<file path="src/rtl/parzen_pkg.sv">
// Shared fixed-point definitions for the Parzen window generator and the
// window_apply datapath: default widths, typedefs and rounding helpers.
package parzen_pkg;

  localparam int PZ_SAMPLE_W = 16;
  localparam int PZ_WIN_INT  = 10;
  localparam int PZ_WIN_FRAC = 16;
  localparam int PZ_WIN_W    = PZ_WIN_INT + PZ_WIN_FRAC;
  // Signed sample times zero-extended window, sized so the product never overflows.
  localparam int PZ_PROD_W   = PZ_SAMPLE_W + PZ_WIN_W + 1;

  typedef logic        [PZ_WIN_W-1:0]    win_t;
  typedef logic signed [PZ_SAMPLE_W-1:0] sample_t;
  typedef logic signed [PZ_PROD_W-1:0]   prod_t;

  // Window value 1.0 in the generator's fixed-point format.
  localparam win_t PZ_WIN_ONE  = win_t'(1) << PZ_WIN_FRAC;
  // Half-LSB bias added before the fraction is shifted out.
  localparam prod_t PZ_ROUND_HALF = prod_t'(1) <<< (PZ_WIN_FRAC - 1);

  // Product width for arbitrary sample/window geometries.
  function automatic int pz_prod_w(input int sample_w, input int win_int, input int win_frac);
    return sample_w + win_int + win_frac + 1;
  endfunction

endpackage

</file>
<file path="src/rtl/window_round_sat.sv">
// Round-half-up and output limiting of the full-precision windowed product.
// Build option: define WINDOW_APPLY_SAT_EN to saturate to OUT_W; otherwise the
// rounded value wraps to its low OUT_W bits.
module window_round_sat
  import parzen_pkg::*;
#(
  parameter int PROD_W   = PZ_PROD_W,
  parameter int WIN_FRAC = PZ_WIN_FRAC,
  parameter int OUT_W    = PZ_SAMPLE_W
) (
  input  logic signed [PROD_W-1:0] prod_i,
  output logic signed [OUT_W-1:0]  data_o
);

  // One guard bit so the half-LSB bias can never carry into the sign.
  localparam int RND_W = PROD_W + 1;
  localparam int SH_W  = RND_W - WIN_FRAC;

  localparam logic signed [RND_W-1:0] HALF =
    {{(RND_W-WIN_FRAC){1'b0}}, 1'b1, {(WIN_FRAC-1){1'b0}}};

  function automatic logic signed [SH_W-1:0] round_half_up(input logic signed [PROD_W-1:0] p);
    logic signed [RND_W-1:0] sum;
    sum = {p[PROD_W-1], p} + HALF;
    // Dropping the fraction bits of a two's-complement value is an arithmetic shift.
    return sum[RND_W-1:WIN_FRAC];
  endfunction

`ifdef WINDOW_APPLY_SAT_EN
  localparam logic signed [SH_W-1:0] MAX_V = {{(SH_W-OUT_W+1){1'b0}}, {(OUT_W-1){1'b1}}};
  localparam logic signed [SH_W-1:0] MIN_V = {{(SH_W-OUT_W+1){1'b1}}, {(OUT_W-1){1'b0}}};

  function automatic logic signed [OUT_W-1:0] limit(input logic signed [SH_W-1:0] r);
    logic signed [SH_W-1:0] c;
    if (r > MAX_V)      c = MAX_V;
    else if (r < MIN_V) c = MIN_V;
    else                c = r;
    return c[OUT_W-1:0];
  endfunction
`else
  function automatic logic signed [OUT_W-1:0] limit(input logic signed [SH_W-1:0] r);
    return r[OUT_W-1:0];
  endfunction
`endif

  // Purely combinational: the caller registers the result.
  always_comb begin
    data_o = limit(round_half_up(prod_i));
  end

endmodule

</file>
<file path="src/rtl/window_apply.sv">
// Multiplies each input sample by its paired window value in a 2-stage
// pipeline (product, then round/limit) and tags the last sample of each frame.
// Build option: WINDOW_APPLY_SAT_EN selects saturation instead of wrap.
module window_apply
  import parzen_pkg::*;
#(
  parameter int WINDOW_SIZE_POW2 = 10,
  parameter int SAMPLE_W         = PZ_SAMPLE_W,
  parameter int WIN_INT          = PZ_WIN_INT,
  parameter int WIN_FRAC         = PZ_WIN_FRAC,
  parameter int OUT_W            = PZ_SAMPLE_W
) (
  input  logic                          clk_i,
  input  logic                          rst_i,
  input  logic                          s_valid_i,
  output logic                          s_ready_o,
  input  logic signed [SAMPLE_W-1:0]    s_data_i,
  input  logic [WIN_INT+WIN_FRAC-1:0]   win_i,
  output logic                          m_valid_o,
  input  logic                          m_ready_i,
  output logic signed [OUT_W-1:0]       m_data_o,
  output logic                          m_last_o,
  output logic [WINDOW_SIZE_POW2-1:0]   idx_o
);

  localparam int WIN_W  = WIN_INT + WIN_FRAC;
  localparam int PROD_W = pz_prod_w(SAMPLE_W, WIN_INT, WIN_FRAC);
  localparam logic [WINDOW_SIZE_POW2-1:0] IDX_ONE = {{(WINDOW_SIZE_POW2-1){1'b0}}, 1'b1};

  logic                         adv;
  logic                         in_xfer;
  logic signed [WIN_W:0]        win_ext;
  logic signed [PROD_W-1:0]     prod_full;
  logic signed [OUT_W-1:0]      rounded;

  logic [WINDOW_SIZE_POW2-1:0]  idx_d, idx_q;
  logic                         vld_p1_d, vld_p1_q;
  logic                         last_p1_d, last_p1_q;
  logic signed [PROD_W-1:0]     prod_p1_d, prod_p1_q;
  logic                         vld_p2_d, vld_p2_q;
  logic                         last_p2_d, last_p2_q;
  logic signed [OUT_W-1:0]      data_p2_d, data_p2_q;

  window_round_sat #(
    .PROD_W   (PROD_W),
    .WIN_FRAC (WIN_FRAC),
    .OUT_W    (OUT_W)
  ) u_round_sat (
    .prod_i (prod_p1_q),
    .data_o (rounded)
  );

  // Handshake, index counter and next-state for both pipeline stages.
  always_comb begin
    adv       = m_ready_i || !vld_p2_q;
    s_ready_o = adv && !rst_i;
    in_xfer   = s_valid_i && s_ready_o;
    win_ext   = {1'b0, win_i};
    prod_full = s_data_i * win_ext;

    idx_d     = in_xfer ? idx_q + IDX_ONE : idx_q;

    vld_p1_d  = vld_p1_q;
    last_p1_d = last_p1_q;
    prod_p1_d = prod_p1_q;
    vld_p2_d  = vld_p2_q;
    last_p2_d = last_p2_q;
    data_p2_d = data_p2_q;
    if (adv) begin
      vld_p1_d  = in_xfer;
      last_p1_d = in_xfer && (&idx_q);
      prod_p1_d = prod_full;
      vld_p2_d  = vld_p1_q;
      last_p2_d = last_p1_q;
      data_p2_d = rounded;
    end
  end

  // Stage 1 -> stage 2 control, index and output register (cleared on reset).
  always_ff @(posedge clk_i) begin
    if (rst_i) begin
      idx_q     <= '0;
      vld_p1_q  <= 1'b0;
      last_p1_q <= 1'b0;
      vld_p2_q  <= 1'b0;
      last_p2_q <= 1'b0;
      data_p2_q <= '0;
    end else begin
      idx_q     <= idx_d;
      vld_p1_q  <= vld_p1_d;
      last_p1_q <= last_p1_d;
      vld_p2_q  <= vld_p2_d;
      last_p2_q <= last_p2_d;
      data_p2_q <= data_p2_d;
    end
  end

  // Stage 1 full-precision product; qualified by vld_p1_q so needs no reset.
  always_ff @(posedge clk_i) begin
    prod_p1_q <= prod_p1_d;
  end

  assign m_valid_o = vld_p2_q;
  assign m_data_o  = data_p2_q;
  assign m_last_o  = last_p2_q;
  assign idx_o     = idx_q;

endmodule

</file>
<file path="config.mk">
export PLATFORM = sky130hd
export DESIGN_NAME = window_apply
export DESIGN_NICKNAME = d
export VERILOG_FILES = /design/src/rtl/parzen_pkg.sv /design/src/rtl/window_round_sat.sv /design/src/rtl/window_apply.sv
export SDC_FILE = /design/constraint.sdc
export NUM_CORES = 1
export LEC_CHECK = 0
export ABC_AREA = 1
export CORE_ASPECT_RATIO = 2
export CORE_MARGIN = 5
export CORE_UTILIZATION = 40
export CTS_BUF_LIST = sky130_fd_sc_hd__clkbuf_16
export CTS_CLUSTER_SIZE = 10
export DETAILED_ROUTE_END_ITERATION = 12
export GPL_ROUTABILITY_DRIVEN = 0
export GPL_TIMING_DRIVEN = 0
export HOLD_SLACK_MARGIN = 0.15
export SYNTH_ARGS = -nofsm -noshare
export SYNTH_HDL_FRONTEND = slang
export SYNTH_HIERARCHICAL = 1
export SYNTH_SLANG_ARGS = --single-unit
</file>
<file path="constraint.sdc">
create_clock -name clk_i -period 11.42 [get_ports clk_i]
set_input_delay 2.284 -clock clk_i [delete_from_list [all_inputs] [get_ports clk_i]]
set_output_delay 2.284 -clock clk_i [all_outputs]
set_load 0.01 [all_outputs]
</file>
==> results of run 1 <==
-- layout by cell type, fill, tap and decap left out, types with 10 or more instances in the layout --
cell               n
nand2_1          592
o21ai_0           10
xor2_1            14
nand3_1           35
a21oi_1           25
inv_1            651
ha_1              99
dfxtp_1           30
clkdlybuf4s50_1   35
clkbuf_1          98
edfxtp_1          17
nor2_1            60
nand3_2           10
fa_1             301
nand2_2           15
-- area by class of cell --
type                    instances  area (um2)
clock inverters                 3        42.5
inverters                     652        2450
fillers                      3836       20600
plain buffers                 100         377
flip-flops and latches         47        1110
diodes                          1        2.50
well taps                     454         568
multi-input cells            1210       10700
repair buffers                 35         350
clock buffers                   5         125
-- per-layer routing --
layer / wire length [um] / track usage
met5: 0 / 0
met4: 5280 / 0.208
met3: 1880 / 0.0174
met2: 25300 / 0.453
met1: 12800 / 0.191
-- through the flow --
stage / hold WS (ps) / setup WS (ps) / std cells / area [um2] / util
3_5_place_dp: 449 / 2830 / 2498 / 15600 / 0.428
2_1_floorplan: 429 / 4090 / 2009 / 14700 / -
4_1_cts: 459 / 3130 / 2506 / 15800 / 0.433
6_report: 455 / 3090 / 2507 / 15800 / 0.433
5_1_grt: 480 / 2860 / 2506 / 15800 / 0.433
3_3_place_gp: 436 / 2840 / 2498 / 15600 / 0.428
-- worst max-delay path, delay by kind of cell --
| kind | cells | cell delay [ps] |
|---|---|---|
| adders and majority gates | 7 | 3380 |
| buffers and inverters | 6 | 1610 |
| and+or+nand+nor | 9 | 1070 |
-- worst paths after layout --
kind	cells after the start	startpoint	end
worst min register to register	2	last_p1_q$_SDFFE_PP0N_	m_last_o$_SDFFE_PP0N_
worst min-delay path	2	last_p1_q$_SDFFE_PP0N_	m_last_o$_SDFFE_PP0N_
worst max register to register	5	m_valid_o$_SDFFE_PP0N_	m_last_o$_SDFFE_PP0N_
worst max-delay path	22	win_i[19]	prod_p1_q[31]$_DFFE_PN_
-- registers in the layout, indices dropped and copies added (netlist names) --
name       count
vld_p1_q       1
prod_p1_q     17
m_data_o      16
m_valid_o      1
m_last_o       1
idx_o         10
last_p1_q      1
==> summary.txt, run 1 <==
Die
  • Initial Util: 0.403
  • Floorplan row count: 99
  • DIE AREA: just over 40000 um2
  • Die W: approximately 150 um
  • Die H: between 200 and 300 um
  • Core region area: around 36000 um2
  • Num ports: 75

Setup path
  • Crit-path max cell delay: 750 ps
  • Slowest-stage cell, CP: clkdlybuf4s50_1
  • Startpoint type of the worst setup path: input pin
  • Crit Path Max Fanout: 9
  • Critical path, cell by cell: clkdlybuf4s50_1 > clkbuf_1 > nand2_1 > fa_1 > fa_1 > fa_1 > inv_1 > fa_1 > fa_1 > inv_1 > fa_1 > inv_1 > ha_1 > nand2_1 > nor2_1 > inv_1 > nor2_1 > nand3b_1 > nand3_2 > nand2_1 > nand3_1 > nand2_1
  • Crit path top cell by count: fa_1
  • Worst EP arrival: between 8000 and 9000 ps
  • Setup CP Type: in2reg
  • CP endpoint kind: register
  • R2R Setup Slk: around 9900 ps
  • Crit path required time: roughly 11000 ps

Routing
  • Pre-Repair DR Iteration Count: 5
  • Drt via density: approximately 4.8
  • DR iter-0 viols: approximately 620
  • Post-route ant nets: 0
  • Routed WL per cell: about 18 um
  • Via count: 12127
  • Final WL: 45300 um
  • DRC: 0

Clock network
  • CTS tree: yes
  • Setup Fix Bufs, Post-CTS: 0
  • Clk sinks: 47
  • Clk buf depth: 2
  • Resize count post-CTS: 0
  • H-tree depth: 2
  • TritonCTS buffer count: 5
  • CTS root buffer: clkbuf_16
  • Hold_buf cts: 0
  • Worst-skew pair later-pin latency: 290 ps
  • Clk slew on worst S/H paths: ~60 ps

Run
  • Max-cap viol count: 0

Run status
  • Outcome: finished, final reports clean

STA
  • Final setup TNS: 0 ps
  • RSZ-0062 raised after global routing: false
  • Final Hold Viols: 0
  • Final period util: 0.729
  • Slew Limit Fails: 0
  • Fmax: ~120 MHz
  • Period minus WS final: 8330 ps
  • Slew @ Worst Pin: roughly 800 ps
  • Relative slew slack: 0.477
  • Clk_skew: about 4.8 ps
  • Final setup viols: 0

Min path
  • Hold Path Class: reg2reg

Global routing
  • Gr usage total: 0.227
  • Vias in the first global route: between 10000 and 15000
  • Initial antenna violation count: 0
  • First-pass GRT wire length: 70700 um
  • Total gr overflow: 0
  • Pin count of the biggest net entering global routing: 21

Cells and area
  • Synth-to-layout area growth: 7.41%
  • Layout cells sized above 1: 0.0244
  • Total Nets Final: approximately 2500

Synth
  • Yosys Warn Count: 6
  • Post-Synthesis Cell Area: around 15000 um2
  • Mean Syn Cell Area: roughly 7.3 um2
  • Syn Nets: approximately 2500
  • Cells after Synth: 2009

Placement
  • Hpwl dp: between 30000 and 40000 um
  • Port bufs: 35
Power of run 1 is not shown: default switching activity piles up to over one toggle a cycle in this logic, so the estimate is an artifact.
==> inputs of run 2 (changes only) <==
Clock period 11.42 ns to 8 ns, I/O delays scaled along.
==> results of run 2 <==
The final DEF is identical to that of run 1. Status: finished, final reports clean.
Main changes from that run: setup slack after placement 2830 ps -> 90.6 ps; setup slack after layout 3090 ps -> 358 ps; register-to-register setup slack 9880 ps -> 6460 ps
Power of run 2 is left out for the same reason.
==> inputs of run 3 (changes only) <==
Settings changed: CORE_MARGIN 5 to 4, CTS_CLUSTER_DIAMETER from default to 150.
==> run 3 against run 2 <==
  * Non-clock buffer count unchanged
  * Cell count is the same
  * Die area down 2.1%
  * Core utilization about the same
  * Design area is essentially flat
  * Global-route usage up 0.89 points
  * Wire length fell by 0.15%
  * First-iteration DRC count up 4.2%
  * Maximum frequency barely moved
  * Flip-flop and latch count stayed put
  * Highest routed layer unchanged
==> summary.txt, run 3 (synthesis gave the netlist of run 1 again) <==
Die
  • Initial Util: 0.403 (unchanged)
  • Num ports: 75 (unchanged)
  • Die W: 143 um (-1.4%)
  • Floorplan row count: 99 (unchanged)
  • Core region area: 36400 um2 (unchanged)
  • DIE AREA: 40000 um2 (-2.1%)
  • Die H: 279 um (-0.71%)

Run
  • Max-cap viol count: 0 (unchanged)

Setup path
  • Crit Path Max Fanout: 9 (unchanged)
  • Slowest-stage cell, CP: clkdlybuf4s50_1
  • Crit path required time: roughly 8000 ps
  • CP endpoint kind: register
  • Top delay family on crit path: adder cells
  • Startpoint type of the worst setup path: input pin
  • Crit path top cell by count: fa_1
  • Critical path, cell by cell: clkdlybuf4s50_1 > clkbuf_1 > nand2_1 > fa_1 > fa_1 > fa_1 > inv_1 > fa_1 > fa_1 > inv_1 > fa_1 > inv_1 > ha_1 > nand2_1 > nor2_1 > inv_1 > nor2_1 > nand3b_1 > nand3_2 > nand2_1 > nand3_1 > nand2_1
  • Crit-path max cell delay: 740 ps (about the same)
  • Setup CP Type: in2reg
  • Buffer and inverter count on the worst path: 6 (unchanged)
  • Worst EP arrival: ~7700 ps

Clock network
  • Hold_buf cts: 0 (unchanged)
  • CTS tree: yes
  • Clk buf depth: 2 (unchanged)
  • TritonCTS buffer count: 5 (unchanged)
  • CTS root buffer: clkbuf_16
  • Worst-skew pair later-pin latency: 290 ps (about the same)
  • Resize count post-CTS: 0 (unchanged)
  • Setup Fix Bufs, Post-CTS: 0 (unchanged)
  • Clk sinks: 47 (unchanged)
  • Clk slew on worst S/H paths: 70 ps (about the same)
  • H-tree depth: 2 (unchanged)

Routing
  • Routed WL per cell: 18.0 um (-0.15%)
  • DR iter-0 viols: 641 (+4.2%)
  • DRC: 0 (unchanged)
  • Via count: 12133 (+0.049%)
  • Drt via density: 4.84 (about the same)
  • Pre-Repair DR Iteration Count: 5 (unchanged)
  • Final WL: 45200 um (-0.15%)
  • Post-route ant nets: 0 (unchanged)

STA
  • Relative slew slack: 0.454 (-0.0230)
  • RSZ-0062 raised after global routing: false
  • Fmax: around 130 MHz
  • Period minus WS final: roughly 7600 ps
  • Final Worst Setup Slack: between 300 and 400 ps
  • Final setup TNS: 0 ps (unchanged)
  • Clk_skew: 3.35 ps (-1.49 ps)
  • Slew @ Worst Pin: 819 ps (+34.5 ps)
  • Slew Limit Fails: 0 (unchanged)
  • Final setup viols: 0 (unchanged)
  • Final Hold Viols: 0 (unchanged)
  • Final period util: 0.955

Cells and area
  • Fillers: 3811 (-0.65%)
  • Synth-to-layout area growth: 7.37% (about the same)
  • Top reg by flops: prod_p1_q
  • Max FFs per register: 17 (unchanged)
  • Most frequent cells in the layout: inv_1, nand2_1, fa_1
  • Total Nets Final: 2497 (unchanged)
  • Layout cells sized above 1: 0.0244 (unchanged)
  • Most common cell after layout, fill and taps aside: inv_1

Run status
  • Outcome: finished, final reports clean

Global routing
  • Vias in the first global route: 13453 (+2.0%)
  • Initial antenna violation count: 1 (+1)
  • Gr usage total: 0.236 (+0.00892)
  • Total gr overflow: 0 (unchanged)
  • First-pass GRT wire length: 70600 um (about the same)
  • Pin count of the biggest net entering global routing: 21 (unchanged)

Placement
  • Placement Setup Slack: slightly above 60 ps
  • Port bufs: 35 (unchanged)
  • Hpwl dp: 39800 um (about the same)

Min path
  • Hold Path Class: reg2reg
==> run 3: per-layer routing <==
layer,GRT usage,share of wire
met2,0.447,0.54
met5,0,0
met3,0.0161,0.039
met4,0.234,0.13
met1,0.205,0.29
==> run 3: final timing paths <==
kind                           from                      end  slack (ps)  depth (start not counted)
min reg2reg  last_p1_q$_SDFFE_PP0N_    m_last_o$_SDFFE_PP0N_         450                          2
min          last_p1_q$_SDFFE_PP0N_    m_last_o$_SDFFE_PP0N_         450                          2
max                       win_i[19]  prod_p1_q[31]$_DFFE_PN_         360                         22
max reg2reg  m_valid_o$_SDFFE_PP0N_    m_last_o$_SDFFE_PP0N_        6440                          5
==> run 3: area by class of cell <==
cell class	count	area, um2	area share
clock inverters	2	11.3	0.000714
plain buffers	100	377	0.0239
well taps	454	568	0.0360
multi-input cells	1210	10700	0.682
flip-flops and latches	47	1110	0.0705
inverters	652	2450	0.155
repair buffers	35	350	0.0222
clock buffers	6	150	0.00952
diodes	1	2.50	0.000159
==> run 3: stage by stage <==
stage                     cell area (um2)  instances  utilization  hold slack (ps)
after floorplan                     14700       2009            -              429
after global placement              15600       2498        0.428              437
after detailed placement            15600       2498        0.428              446
after CTS                           15800       2506        0.433              454
after global routing                15800       2507        0.433              475
final                               15800       2507        0.433              453
==> run 3: tightest hold or removal path: stages (launching register included) <==
cell     delay [ps]
dfxtp_1         300
inv_1            60
a21oi_1          60
Power of run 3 is left out for the same reason.
